**src/rtl/glitch_pkg.sv**
```systemverilog
// Shared types and constants for the glitch sweep driver: FSM states and target LED codes.
package glitch_pkg;

  typedef enum logic [2:0] {
    StIdle,
    StPress,
    StDelay,
    StGlitch,
    StObserve,
    StRelease,
    StDone
  } state_e;

  localparam logic [2:0] LED_IDLE  = 3'b111;
  localparam logic [2:0] LED_RED   = 3'b110;
  localparam logic [2:0] LED_OFF   = 3'b000;
  localparam logic [2:0] LED_BLUE  = 3'b011;
  localparam logic [2:0] LED_GREEN = 3'b101;

  // Blue and green both mean the target accepted the password.
  function automatic logic led_is_success(input logic [2:0] led);
    return (led == LED_BLUE) || (led == LED_GREEN);
  endfunction

endpackage

```
**src/rtl/glitch_sweep_driver_if.sv**
```systemverilog
// Control/status and target-facing signals of the glitch sweep driver.
interface glitch_sweep_driver_if #(
  parameter int unsigned DELAY_W = 24
);
  logic               start;
  logic [2:0]         led_in;
  logic [7:0]         password_out;
  logic               enter_out;
  logic               glitch_out;
  logic               busy;
  logic               found;
  logic [DELAY_W-1:0] found_delay;
  logic [15:0]        attempt_count;

  modport master (
    input  start,
    input  led_in,
    output password_out,
    output enter_out,
    output glitch_out,
    output busy,
    output found,
    output found_delay,
    output attempt_count
  );

  modport slave (
    output start,
    output led_in,
    input  password_out,
    input  enter_out,
    input  glitch_out,
    input  busy,
    input  found,
    input  found_delay,
    input  attempt_count
  );
endinterface

```
**src/rtl/led_outcome_classifier.sv**
```systemverilog
// Classifies the target LED during an observe window into single-cycle success/fail pulses.
module led_outcome_classifier
  import glitch_pkg::*;
#(
  parameter int unsigned FAIL_HOLD   = 4,
  parameter int unsigned OBSERVE_MAX = 200_000_000
) (
  input  logic       clk,
  input  logic       rst,
  input  logic       clear,
  input  logic       active,
  input  logic [2:0] led,
  output logic       success,
  output logic       fail
);

  logic [31:0] off_q;
  logic [31:0] obs_q;
  logic        is_off;
  logic        off_expired;
  logic        obs_expired;

  always_comb begin
    is_off      = (led == LED_OFF);
    off_expired = is_off && (off_q == FAIL_HOLD - 1);
    obs_expired = (obs_q == OBSERVE_MAX - 1);
    success     = active && led_is_success(led);
    // Success wins when it coincides with either fail condition.
    fail        = active && !success && (off_expired || obs_expired);
  end

  always_ff @(posedge clk or posedge rst) begin
    if (rst) begin
      off_q <= '0;
      obs_q <= '0;
    end else if (clear) begin
      off_q <= '0;
      obs_q <= '0;
    end else if (active) begin
      // Any non-OFF cycle breaks the run, so single-cycle bit-check ticks never count.
      off_q <= is_off ? off_q + 32'd1 : '0;
      obs_q <= obs_q + 32'd1;
    end
  end

endmodule

```
**src/rtl/glitch_sweep_driver.sv**
```systemverilog
// Sweeps the enter-to-glitch delay against a password-checking target until it reports success.
// Optional ATTACK_STATS_EN macro enables the found_delay and attempt_count outputs.
module glitch_sweep_driver
  import glitch_pkg::*;
#(
  parameter logic [7:0]  GUESS        = 8'h00,
  parameter int unsigned DELAY_W      = 24,
  parameter int unsigned DELAY_MIN    = 0,
  parameter int unsigned DELAY_STEP   = 1024,
  parameter int unsigned DELAY_MAX    = 16_000_000,
  parameter int unsigned GLITCH_WIDTH = 4,
  parameter int unsigned FAIL_HOLD    = 4,
  parameter int unsigned OBSERVE_MAX  = 200_000_000,
  parameter int unsigned SETTLE       = 16
) (
  input logic                   clk,
  input logic                   rst,
  glitch_sweep_driver_if.master bus
);

  localparam logic [DELAY_W:0] StepExt = (DELAY_W + 1)'(DELAY_STEP);
  localparam logic [DELAY_W:0] MaxExt  = (DELAY_W + 1)'(DELAY_MAX);

  state_e             state_q, state_d;
  logic [DELAY_W-1:0] delay_q, delay_d;
  logic [31:0]        cnt_q, cnt_d;
  logic               found_q, found_d;
  logic [DELAY_W:0]   delay_next;
  logic               start_accept;
  logic               success_take;
  logic               obs_clear;
  logic               obs_success;
  logic               obs_fail;

  led_outcome_classifier #(
    .FAIL_HOLD   (FAIL_HOLD),
    .OBSERVE_MAX (OBSERVE_MAX)
  ) u_classifier (
    .clk     (clk),
    .rst     (rst),
    .clear   (obs_clear),
    .active  (state_q == StObserve),
    .led     (bus.led_in),
    .success (obs_success),
    .fail    (obs_fail)
  );

  // One extra bit so delay + step can never wrap past DELAY_MAX.
  assign delay_next = {1'b0, delay_q} + StepExt;

  always_comb begin
    state_d      = state_q;
    delay_d      = delay_q;
    found_d      = found_q;
    cnt_d        = cnt_q + 32'd1;
    start_accept = 1'b0;
    success_take = 1'b0;

    unique case (state_q)
      StIdle, StDone: begin
        cnt_d = '0;
        if (bus.start) begin
          start_accept = 1'b1;
          state_d      = StPress;
          delay_d      = DELAY_W'(DELAY_MIN);
          found_d      = 1'b0;
        end
      end
      StPress: begin
        state_d = (delay_q == '0) ? StGlitch : StDelay;
      end
      StDelay: begin
        if (cnt_q + 32'd1 == 32'(delay_q)) state_d = StGlitch;
      end
      StGlitch: begin
        if (cnt_q == GLITCH_WIDTH - 1) state_d = StObserve;
      end
      StObserve: begin
        if (obs_success) begin
          success_take = 1'b1;
          found_d      = 1'b1;
          state_d      = StDone;
        end else if (obs_fail) begin
          state_d = StRelease;
        end
      end
      StRelease: begin
        if (bus.led_in != LED_IDLE) begin
          cnt_d = '0;
        end else if (cnt_q == SETTLE - 1) begin
          if (delay_next > MaxExt) begin
            state_d = StDone;
          end else begin
            delay_d = delay_next[DELAY_W-1:0];
            state_d = StPress;
          end
        end
      end
      default: state_d = StIdle;
    endcase

    // Every state that times itself starts counting from zero on entry.
    if (state_d != state_q) cnt_d = '0;
  end

  assign obs_clear = (state_d == StObserve) && (state_q != StObserve);

  always_ff @(posedge clk or posedge rst) begin
    if (rst) begin
      state_q <= StIdle;
      delay_q <= '0;
      cnt_q   <= '0;
      found_q <= 1'b0;
    end else begin
      state_q <= state_d;
      delay_q <= delay_d;
      cnt_q   <= cnt_d;
      found_q <= found_d;
    end
  end

  // Outputs decode straight from the state register so reset clears them without a clock.
  assign bus.password_out = GUESS;
  assign bus.enter_out    = (state_q == StPress) || (state_q == StDelay) ||
                            (state_q == StGlitch) || (state_q == StObserve);
  assign bus.glitch_out   = (state_q == StGlitch);
  assign bus.busy         = (state_q != StIdle) && (state_q != StDone);
  assign bus.found        = found_q;

`ifdef ATTACK_STATS_EN
  logic [DELAY_W-1:0] found_delay_q;
  logic [15:0]        attempt_q;

  always_ff @(posedge clk or posedge rst) begin
    if (rst) begin
      found_delay_q <= '0;
      attempt_q     <= '0;
    end else begin
      if (start_accept) begin
        attempt_q <= '0;
      end else if ((state_q == StPress) && (attempt_q != 16'hFFFF)) begin
        attempt_q <= attempt_q + 16'd1;
      end
      if (success_take) found_delay_q <= delay_q;
    end
  end

  assign bus.found_delay   = found_delay_q;
  assign bus.attempt_count = attempt_q;
`else
  logic stats_unused;
  assign stats_unused      = start_accept ^ success_take;
  assign bus.found_delay   = '0;
  assign bus.attempt_count = '0;
`endif

endmodule
```
**src/flat_wrapper.sv**
```systemverilog
// flat-port wrapper written by rule: the top's interface ports become plain ports
module glitch_sweep_driver_flat import glitch_pkg::*;
#(
  parameter logic [7:0]  GUESS        = 8'h00,
  parameter int unsigned DELAY_W      = 24,
  parameter int unsigned DELAY_MIN    = 0,
  parameter int unsigned DELAY_STEP   = 1024,
  parameter int unsigned DELAY_MAX    = 16_000_000,
  parameter int unsigned GLITCH_WIDTH = 4,
  parameter int unsigned FAIL_HOLD    = 4,
  parameter int unsigned OBSERVE_MAX  = 200_000_000,
  parameter int unsigned SETTLE       = 16
)
  (clk, rst, bus_start, bus_led_in, bus_password_out, bus_enter_out, bus_glitch_out, bus_busy, bus_found, bus_found_delay, bus_attempt_count);
  glitch_sweep_driver_if #(.DELAY_W(DELAY_W)) bus_i ();
  input logic clk;
  input logic rst;
  input wire logic [$bits(bus_i.start)-1:0] bus_start;
  input wire logic [$bits(bus_i.led_in)-1:0] bus_led_in;
  output wire logic [$bits(bus_i.password_out)-1:0] bus_password_out;
  output wire logic [$bits(bus_i.enter_out)-1:0] bus_enter_out;
  output wire logic [$bits(bus_i.glitch_out)-1:0] bus_glitch_out;
  output wire logic [$bits(bus_i.busy)-1:0] bus_busy;
  output wire logic [$bits(bus_i.found)-1:0] bus_found;
  output wire logic [$bits(bus_i.found_delay)-1:0] bus_found_delay;
  output wire logic [$bits(bus_i.attempt_count)-1:0] bus_attempt_count;
  assign bus_i.start = bus_start;
  assign bus_i.led_in = bus_led_in;
  assign bus_password_out = bus_i.password_out;
  assign bus_enter_out = bus_i.enter_out;
  assign bus_glitch_out = bus_i.glitch_out;
  assign bus_busy = bus_i.busy;
  assign bus_found = bus_i.found;
  assign bus_found_delay = bus_i.found_delay;
  assign bus_attempt_count = bus_i.attempt_count;
  glitch_sweep_driver #(.GUESS(GUESS), .DELAY_W(DELAY_W), .DELAY_MIN(DELAY_MIN), .DELAY_STEP(DELAY_STEP), .DELAY_MAX(DELAY_MAX), .GLITCH_WIDTH(GLITCH_WIDTH), .FAIL_HOLD(FAIL_HOLD), .OBSERVE_MAX(OBSERVE_MAX), .SETTLE(SETTLE)) u_core (.clk(clk), .rst(rst), .bus(bus_i));
endmodule
```
**config.mk**
```make
export PLATFORM = sky130hd
export DESIGN_NAME = glitch_sweep_driver_flat
export DESIGN_NICKNAME = d
export VERILOG_FILES = /design/src/rtl/glitch_pkg.sv /design/src/rtl/glitch_sweep_driver_if.sv /design/src/rtl/led_outcome_classifier.sv /design/src/rtl/glitch_sweep_driver.sv /design/src/flat_wrapper.sv
export SDC_FILE = /design/constraint.sdc
export NUM_CORES = 1
export LEC_CHECK = 0
export ABC_AREA = 1
export BUFFER_PORTS_ARGS = -buffer_cell sky130_fd_sc_hd__buf_2
export CAP_MARGIN = 20
export CORE_MARGIN = 5
export CORE_UTILIZATION = 43
export DETAILED_ROUTE_END_ITERATION = 7
export PLACE_DENSITY = 0.66
export SYNTH_ARGS = -nofsm -noshare
export SYNTH_HDL_FRONTEND = slang
export SYNTH_SLANG_ARGS = --single-unit
```
**constraint.sdc**
```tcl
create_clock -name clk -period 5.3 [get_ports clk]
set_input_delay 1.06 -clock clk [delete_from_list [all_inputs] [get_ports clk]]
set_output_delay 1.06 -clock clk [all_outputs]
set_load 0.005 [all_outputs]
```
==> flow_summary.yaml, run 1 <==
outcome:
  outcome: "completed"
layout:
  final_util_pct: 46.81
  instances_no_fill: 1471
  area_growth_pct: 7.971
  antenna_cells: 0
  drive_above_1_share_pct: 12.27
  final_common_cell: "nand2_1"
  mostFrequentLayoutCells: "nand2_1, inv_1, nor2_1, nand3_1, dfrtp_1"
  nNetsFinal: 1206
setup_path:
  reg2reg_depth: 16
  worst_setup_path_end_kind: "register"
  required_ns: 5.55
  crit_fanout: 32
  critical_path_class: "register to register"
  r2r_slack_ns: 1.96
  start_kind: "register"
  cp.arrival_ns: 3.60
power_and_ir_drop:
  power_density_nw_per_um2: 323.0
  p_leak_nw: 4.237
  peakVddDrop_v: 0.0003445
  power_mw: 2.923
logic_synthesis:
  syn_inst: 1189
  synth_cell_types: 48
  seq_area_frac_synth_pct: 34.03
  ys_warn_count: 0
  async_flop_share_pct: 100.0
  synth-seq-cells: 114
  ys_top_cells_by_area: "dfrtp_1, nand2_1, nand3_1"
  synth_top_area_share_pct: 34.03
  synth_edf_count: 0
  syn_avg_cell_area_um2: 7.049
  synth_area_um2: 8382
  synth_ff_type: "dfrtp_1"
  synth_top_area_cell: "dfrtp_1"
timing:
  worst_slew_pin_slew_ns: 1.006
  hold_violations: 0
  period_share_pct: 63.05
  hold_slack_ns: 0.5005
  rsz0062_at_grt: "no"
  max_slew_margin_pct: 32.72
  setup_viol: 0
  drv_slew: 0
  finClkSkew_ns: 0.01736
  final.min_clock_period_ns: 3.342
  clock.fmax_mhz: 299.2
  fin_tns_setup_ns: 0
grt:
  grt_remaining_overflow: 0
  grt_usage_pct: 18.04
  antenna_found_initial: 0
  grt_pass1_vias: 6841
  grt_max_degree: 67
  grt_pass1_wl_um: 33040
floorplan:
  core_area_um2: 19330
  row_count: 51
  start_util_pct: 43.35
  pin_count: 58
  die_h_um: 149.6
  die_area_um2: 22380
  dieWidth_um: 149.6
clock_tree:
  postCtsSetupRepairBufs: 0
  root_buffer: "clkbuf_16"
  ctsResizeCount: 0
  insertion_delay_ns: 0.42
  cts_tree: "built"
  ctsHoldBuffers: 0
  clock_sinks: 114
  h-tree-depth: 4
  clockBufferDepth: 2
  clk_pin_slew_worst_paths_ns: 0.05
  numCtsBuffers: 17
placement:
  gp_congestion: 0.8883
  dp_hpwl_um: 14280
  dp_cells: 1441
  port_buffers: 9
detailed_routing:
  dr.pass1.iters: 5
  vias: 7374
  drt_iter0_drc: 525
  wl_per_cell_um: 13.20
  ant_nets: 0
  drt_wl_total_um: 19420
  viasPerCell: 5.013
  drc_errors: 0
worst_hold_path:
  holdPathStages: 1
  timing.hold.worst.class: "register to register"
run:
  cap_violations: 0
-- path summary, 6_finish.rpt --
kind | startpoint | to
max | u_core.cnt_q[0] | u_core.cnt_q[23]
min | u_core.u_classifier.obs_q[31] | u_core.u_classifier.obs_q[31]
max reg2reg | u_core.cnt_q[0] | u_core.cnt_q[23]
min reg2reg | u_core.u_classifier.obs_q[31] | u_core.u_classifier.obs_q[31]
max in group asynchronous | rst | u_core.cnt_q[8]
min in group asynchronous | rst | u_core.u_classifier.obs_q[24]
-- power breakdown --
group | total [mW] | leakage [nW] | switching, mW | internal (mW)
sequential | 0.958 | 1.58 | 0.0466 | 0.912
clock | 1.19 | 0.287 | 0.422 | 0.770
combinational | 0.773 | 2.37 | 0.625 | 0.148
total | 2.92 | 4.24 | 1.09 | 1.83
-- logic make-up after synthesis --
logic type	after synthesis	synth area share, %
and+or+nand+nor	740	44.44
buffers and inverters	220	12.79
DFF	114	34.03
AOI/OAI and AO/OA	98	6.374
xor gates and xnor gates	11	1.567
adders and majority gates	5	0.7464
other	1	0.04474
-- layer usage --
| layer | track usage, % | vias to the layer above | part of all wire, % |
|---|---|---|---|
| li1 | - | 3799 | - |
| met1 | 25.76 | 3365 | 49 |
| met2 | 27.40 | 176 | 44 |
| met3 | 3.604 | 34 | 4.9 |
| met4 | 6.087 | 0 | 2.2 |
| met5 | 0 | - | 0 |
-- critical path, stage by stage, from the launching register on --
cell and delay (ns):
dfrtp_1 0.40, ha_1 0.29, nand2_2 0.13, nor2_8 0.21
nand2_4 0.10, nor2_4 0.20, nand4_1 0.12, nand2_1 0.13
nand2_1 0.07, nor2_1 0.22, nand3_1 0.10, nor2_1 0.12
nand2_2 0.10, nand3_2 0.09, nand2_1 0.06, nand2_2 0.73
nor3_1 0.09
-- sequential cells by signal (all words and copies together) (netlist names) --
register                   cells
u_core.delay_q                14
u_core.state_q                 3
u_core.u_classifier.off_q     32
u_core.bus.found               1
u_core.cnt_q                  32
u_core.u_classifier.obs_q     32
-- final cells by class --
class / count / area [µm²]
Fill cell: 1927 / 10280
Multi-Input combinational cell: 902 / 4638
Sequential cell: 114 / 2853
Inverter: 148 / 558.0
Clock buffer: 21 / 470.5
Tap cell: 265 / 331.6
Clock inverter: 9 / 131.4
Timing Repair Buffer: 12 / 67.56
-- cells in the mapped netlist (all sizes together) (3+ instances only) --
cell,count
clkbuf,10
nor4,12
ha,5
buf,62
nand4,31
nor3b,7
o21ai,54
nand3,159
xor2,8
dfrtp,114
nand2,327
nor3,54
or2,3
inv,147
nor2,141
a21oi,25
o22ai,6
-- per-stage QoR --
stage	instance area [µm²]	setup slack [ns]
6_report	9050	1.958
4_1_cts	9050	1.940
3_5_place_dp	8448	1.940
2_1_floorplan	8558	1.224
3_3_place_gp	8448	1.941
5_1_grt	9050	1.658
Power figures use the tool's default switching activity.
==> inputs of run 2 (changes only) <==
ABC_AREA = 0   (was 1)
PLACE_DENSITY = 0.68   (was 0.66)
clock period = 2.9 ns   (was 5.3 ns; I/O delays follow)
==> run 2 against run 1 <==
  * The run now ends with setup timing left
  * Clock skew is 0.0075 ns lower
  * Combinational power up 95%
  * Critical path depth decreased by 4
  * Area after synthesis down 5.9%
  * Via count rose by 2.5%
  * Count of clock-buffer cells in the layout unchanged
  * Total power rose by 83%
  * Non-clock buffer count is 119 higher
  * Global-route usage rose by 1.6 points
  * Largest power group unchanged
==> flow_summary.yaml, run 2 <==
outcome:
  outcome: "complete, but fails checks"
  failed_checks: "setup timing"
timing:
  clock.fmax_mhz: 327.2
  hold_slack_ns: 0.2944
  setup_slack_ns: -0.1567
  rsz0062_at_grt: "yes"
  finClkSkew_ns: 0.009859
  fin_tns_setup_ns: -4.199
  drv_slew: 0
  hold_violations: 0
  final.min_clock_period_ns: 3.057
  max_slew_margin_pct: 50.44
  setup_viol: 49
  worst_slew_pin_slew_ns: 0.7340
  period_share_pct: 105.4
layout:
  mostFrequentLayoutCells: "buf_4, nand2_1, dfrtp_1"
  final_common_cell: "buf_4"
  drive_above_1_share_pct: 22.19
  antenna_cells: 0
  area_growth_pct: 22.20
  nNetsFinal: 1040
  fill_cells: 1600
  top_regs: "u_core.cnt_q x32, u_core.u_classifier.obs_q x32, u_core.u_classifier.off_q x32"
setup_path:
  crit_fanout: 12
  crit_path_cell_trace: "ha_4, nand3_4, nor4_1, buf_4, nand3_1, mux2i_1, o2111ai_2, or4_4, o31ai_4, buf_6, buf_12, a211oi_1"
  cpPeakStageDelay_ns: 0.45
  r2r_slack_ns: -0.16
  reg2reg_depth: 12
  critical_path_class: "register to register"
  start_kind: "register"
  r2r_end: "u_core.cnt_q[12]"
  cp.arrival_ns: 3.34
  cp_slowest_cell: "or4_4"
  worst_setup_path_end_kind: "register"
  worst_r2r_startpoint: "u_core.cnt_q[0]"
  required_ns: 3.19
logic_synthesis:
  ys_warn_count: 0
  synthMuxAreaShare_pct: 1.523
  synth_ff_type: "dfrtp_1"
  yosysMostFrequentCell: "dfrtp_1"
  synth_commonest_cells: "dfrtp_1, nand2_1, nand3_1"
  synth_top_area_share_pct: 36.17
  synthSimpleGateAreaFrac_pct: 29.45
  synth_compound_area_share_pct: 17.33
  synth_xor_area_share_pct: 5.664
  synthAdderAreaFrac_pct: 0.7933
  syn_avg_cell_area_um2: 8.363
  synth_top_area_cell: "dfrtp_1"
  synth_cell_types: 78
  synth-seq-cells: 114
  synth_edf_count: 0
  syn_inst: 943
  synth_top_family_by_area: "simple AND/OR/NAND/NOR gates"
  async_flop_share_pct: 100.0
  seq_area_frac_synth_pct: 36.17
  synth_area_um2: 7886
  ys_top_cells_by_area: "dfrtp_1, nand2_1, nand3_1"
floorplan:
  core_area_um2: 18020
  die_h_um: 145.4
  start_util_pct: 43.75
  pin_count: 58
  row_count: 49
  die_area_um2: 21150
  dieWidth_um: 145.4
grt:
  grt_pass1_vias: 6871
  grt_usage_pct: 19.67
  grt_pass1_wl_um: 34820
  grt_remaining_overflow: 0
  antenna_found_initial: 0
  grt_max_degree: 115
detailed_routing:
  drc_errors: 0
  drt_wl_total_um: 22330
  viasPerCell: 5.953
  vias: 7560
  drt_iter0_drc: 869
  ant_nets: 0
  dr.pass1.iters: 6
  wl_per_cell_um: 17.58
clock_tree:
  ctsHoldBuffers: 0
  clockBufferDepth: 2
  numCtsBuffers: 17
  cts_tree: "built"
  clk_pin_slew_worst_paths_ns: 0.06
  root_buffer: "clkbuf_16"
  clock_sinks: 114
  h-tree-depth: 4
  insertion_delay_ns: 0.42
run:
  cap_violations: 0
power_and_ir_drop:
  p_leak_nw: 4.224
  power_density_nw_per_um2: 555.3
  power_mw: 5.351
  peakVddDrop_v: 0.0006864
placement:
  gp_congestion: 0.9548
  port_buffers: 9
  dp_hpwl_um: 15120
worst_hold_path:
  timing.hold.worst.class: "input port to asynchronous set/reset pin"
==> run 2: cell count changes after synthesis, moves of 26 or more <==
cell,before,now
clkbuf_1,10,46
inv_1,145,19
nand2_1,314,107
nand3_1,124,80
nand3_2,34,2
nor2_1,124,69
nor3_2,30,2
xnor2_1,1,27
==> run 2: worst max-delay path, delay by kind of cell (launching register included) <==
| family | cells | cell delay, ns |
|---|---|---|
| buf+inv | 3 | 0.50 |
| compound gates | 3 | 0.52 |
| flops | 1 | 0.40 |
| simple gates | 4 | 1.11 |
| fa+ha+maj | 1 | 0.17 |
| mux | 1 | 0.22 |
==> run 2: area by class of cell <==
cell class	instances	area [µm²]	area share, %
tap	229	286.5	2.973
timing repair buffer	131	1055	10.95
sequential	114	2864	29.72
clock buffer	21	480.5	4.986
inverter	19	75.07	0.7790
clock inverter	10	107.6	1.117
multi-input combinational	746	4768	49.48
==> run 2: through the flow <==
| stage | utilization (%) | instance area (µm²) | cells | setup slack, ns |
|---|---|---|---|---|
| after global routing | 53.46 | 9637 | 1270 | -0.2522 |
| final | 53.46 | 9637 | 1270 | -0.1567 |
| after CTS | 51.77 | 9331 | 1261 | -0.04299 |
| after floorplan | - | 8089 | 990 | -0.1203 |
| after detailed placement | 47.92 | 8637 | 1225 | -0.09205 |
| after global placement | 47.92 | 8637 | 1225 | -0.1200 |
==> run 2: how the worst max path moves through the flow <==
| stage | from | endpoint | cells past startpoint |
|---|---|---|---|
| final | u_core.cnt_q[0] | u_core.cnt_q[12] | 12 |
| after global routing | u_core.cnt_q[0] | u_core.cnt_q[12] | 12 |
| after CTS | u_core.cnt_q[0] | u_core.cnt_q[23] | 11 |
| after detailed placement | u_core.cnt_q[0] | u_core.cnt_q[15] | 11 |
| after global placement | u_core.cnt_q[0] | u_core.cnt_q[15] | 11 |
| after floorplan | u_core.cnt_q[0] | u_core.cnt_q[27] | 11 |
==> run 2: what timing repair did <==
action                                  in CTS  in global routing
gates cloned                                 1                  2
endpoints found under the setup margin      37                 75
gates resized for setup                     10                 53
buffers inserted                             4                  8
pin swaps                                    2                 14
==> run 2: cell families after synthesis <==
kind of cell,after synthesis
AO/OA/AOI/OAI,189
other,1
flip-flops,114
buffers and inverters,130
adder cells (fa/ha/maj),5
AND/OR/NAND/NOR,441
multiplexers,12
XOR/XNOR,51
==> run 2: power by group <==
| part | total [mW] | leakage [nW] | internal (mW) | switching (mW) |
|---|---|---|---|---|
| clock network | 2.11 | 0.287 | 1.34 | 0.772 |
| logic | 1.51 | 2.37 | 0.571 | 0.935 |
| registers | 1.73 | 1.57 | 1.66 | 0.0705 |
==> run 2: per-layer routing <==
metal / routed length, µm / vias up / share of wire (%) / track usage [%]
met3: 1483 / 49 / 6.6 / 3.986
met4: 464 / 0 / 2.1 / 6.017
met1: 9762 / 3670 / 44 / 27.32
li1: - / 3540 / - / -
met5: 0 / - / 0 / 0
met2: 10620 / 301 / 48 / 31.04
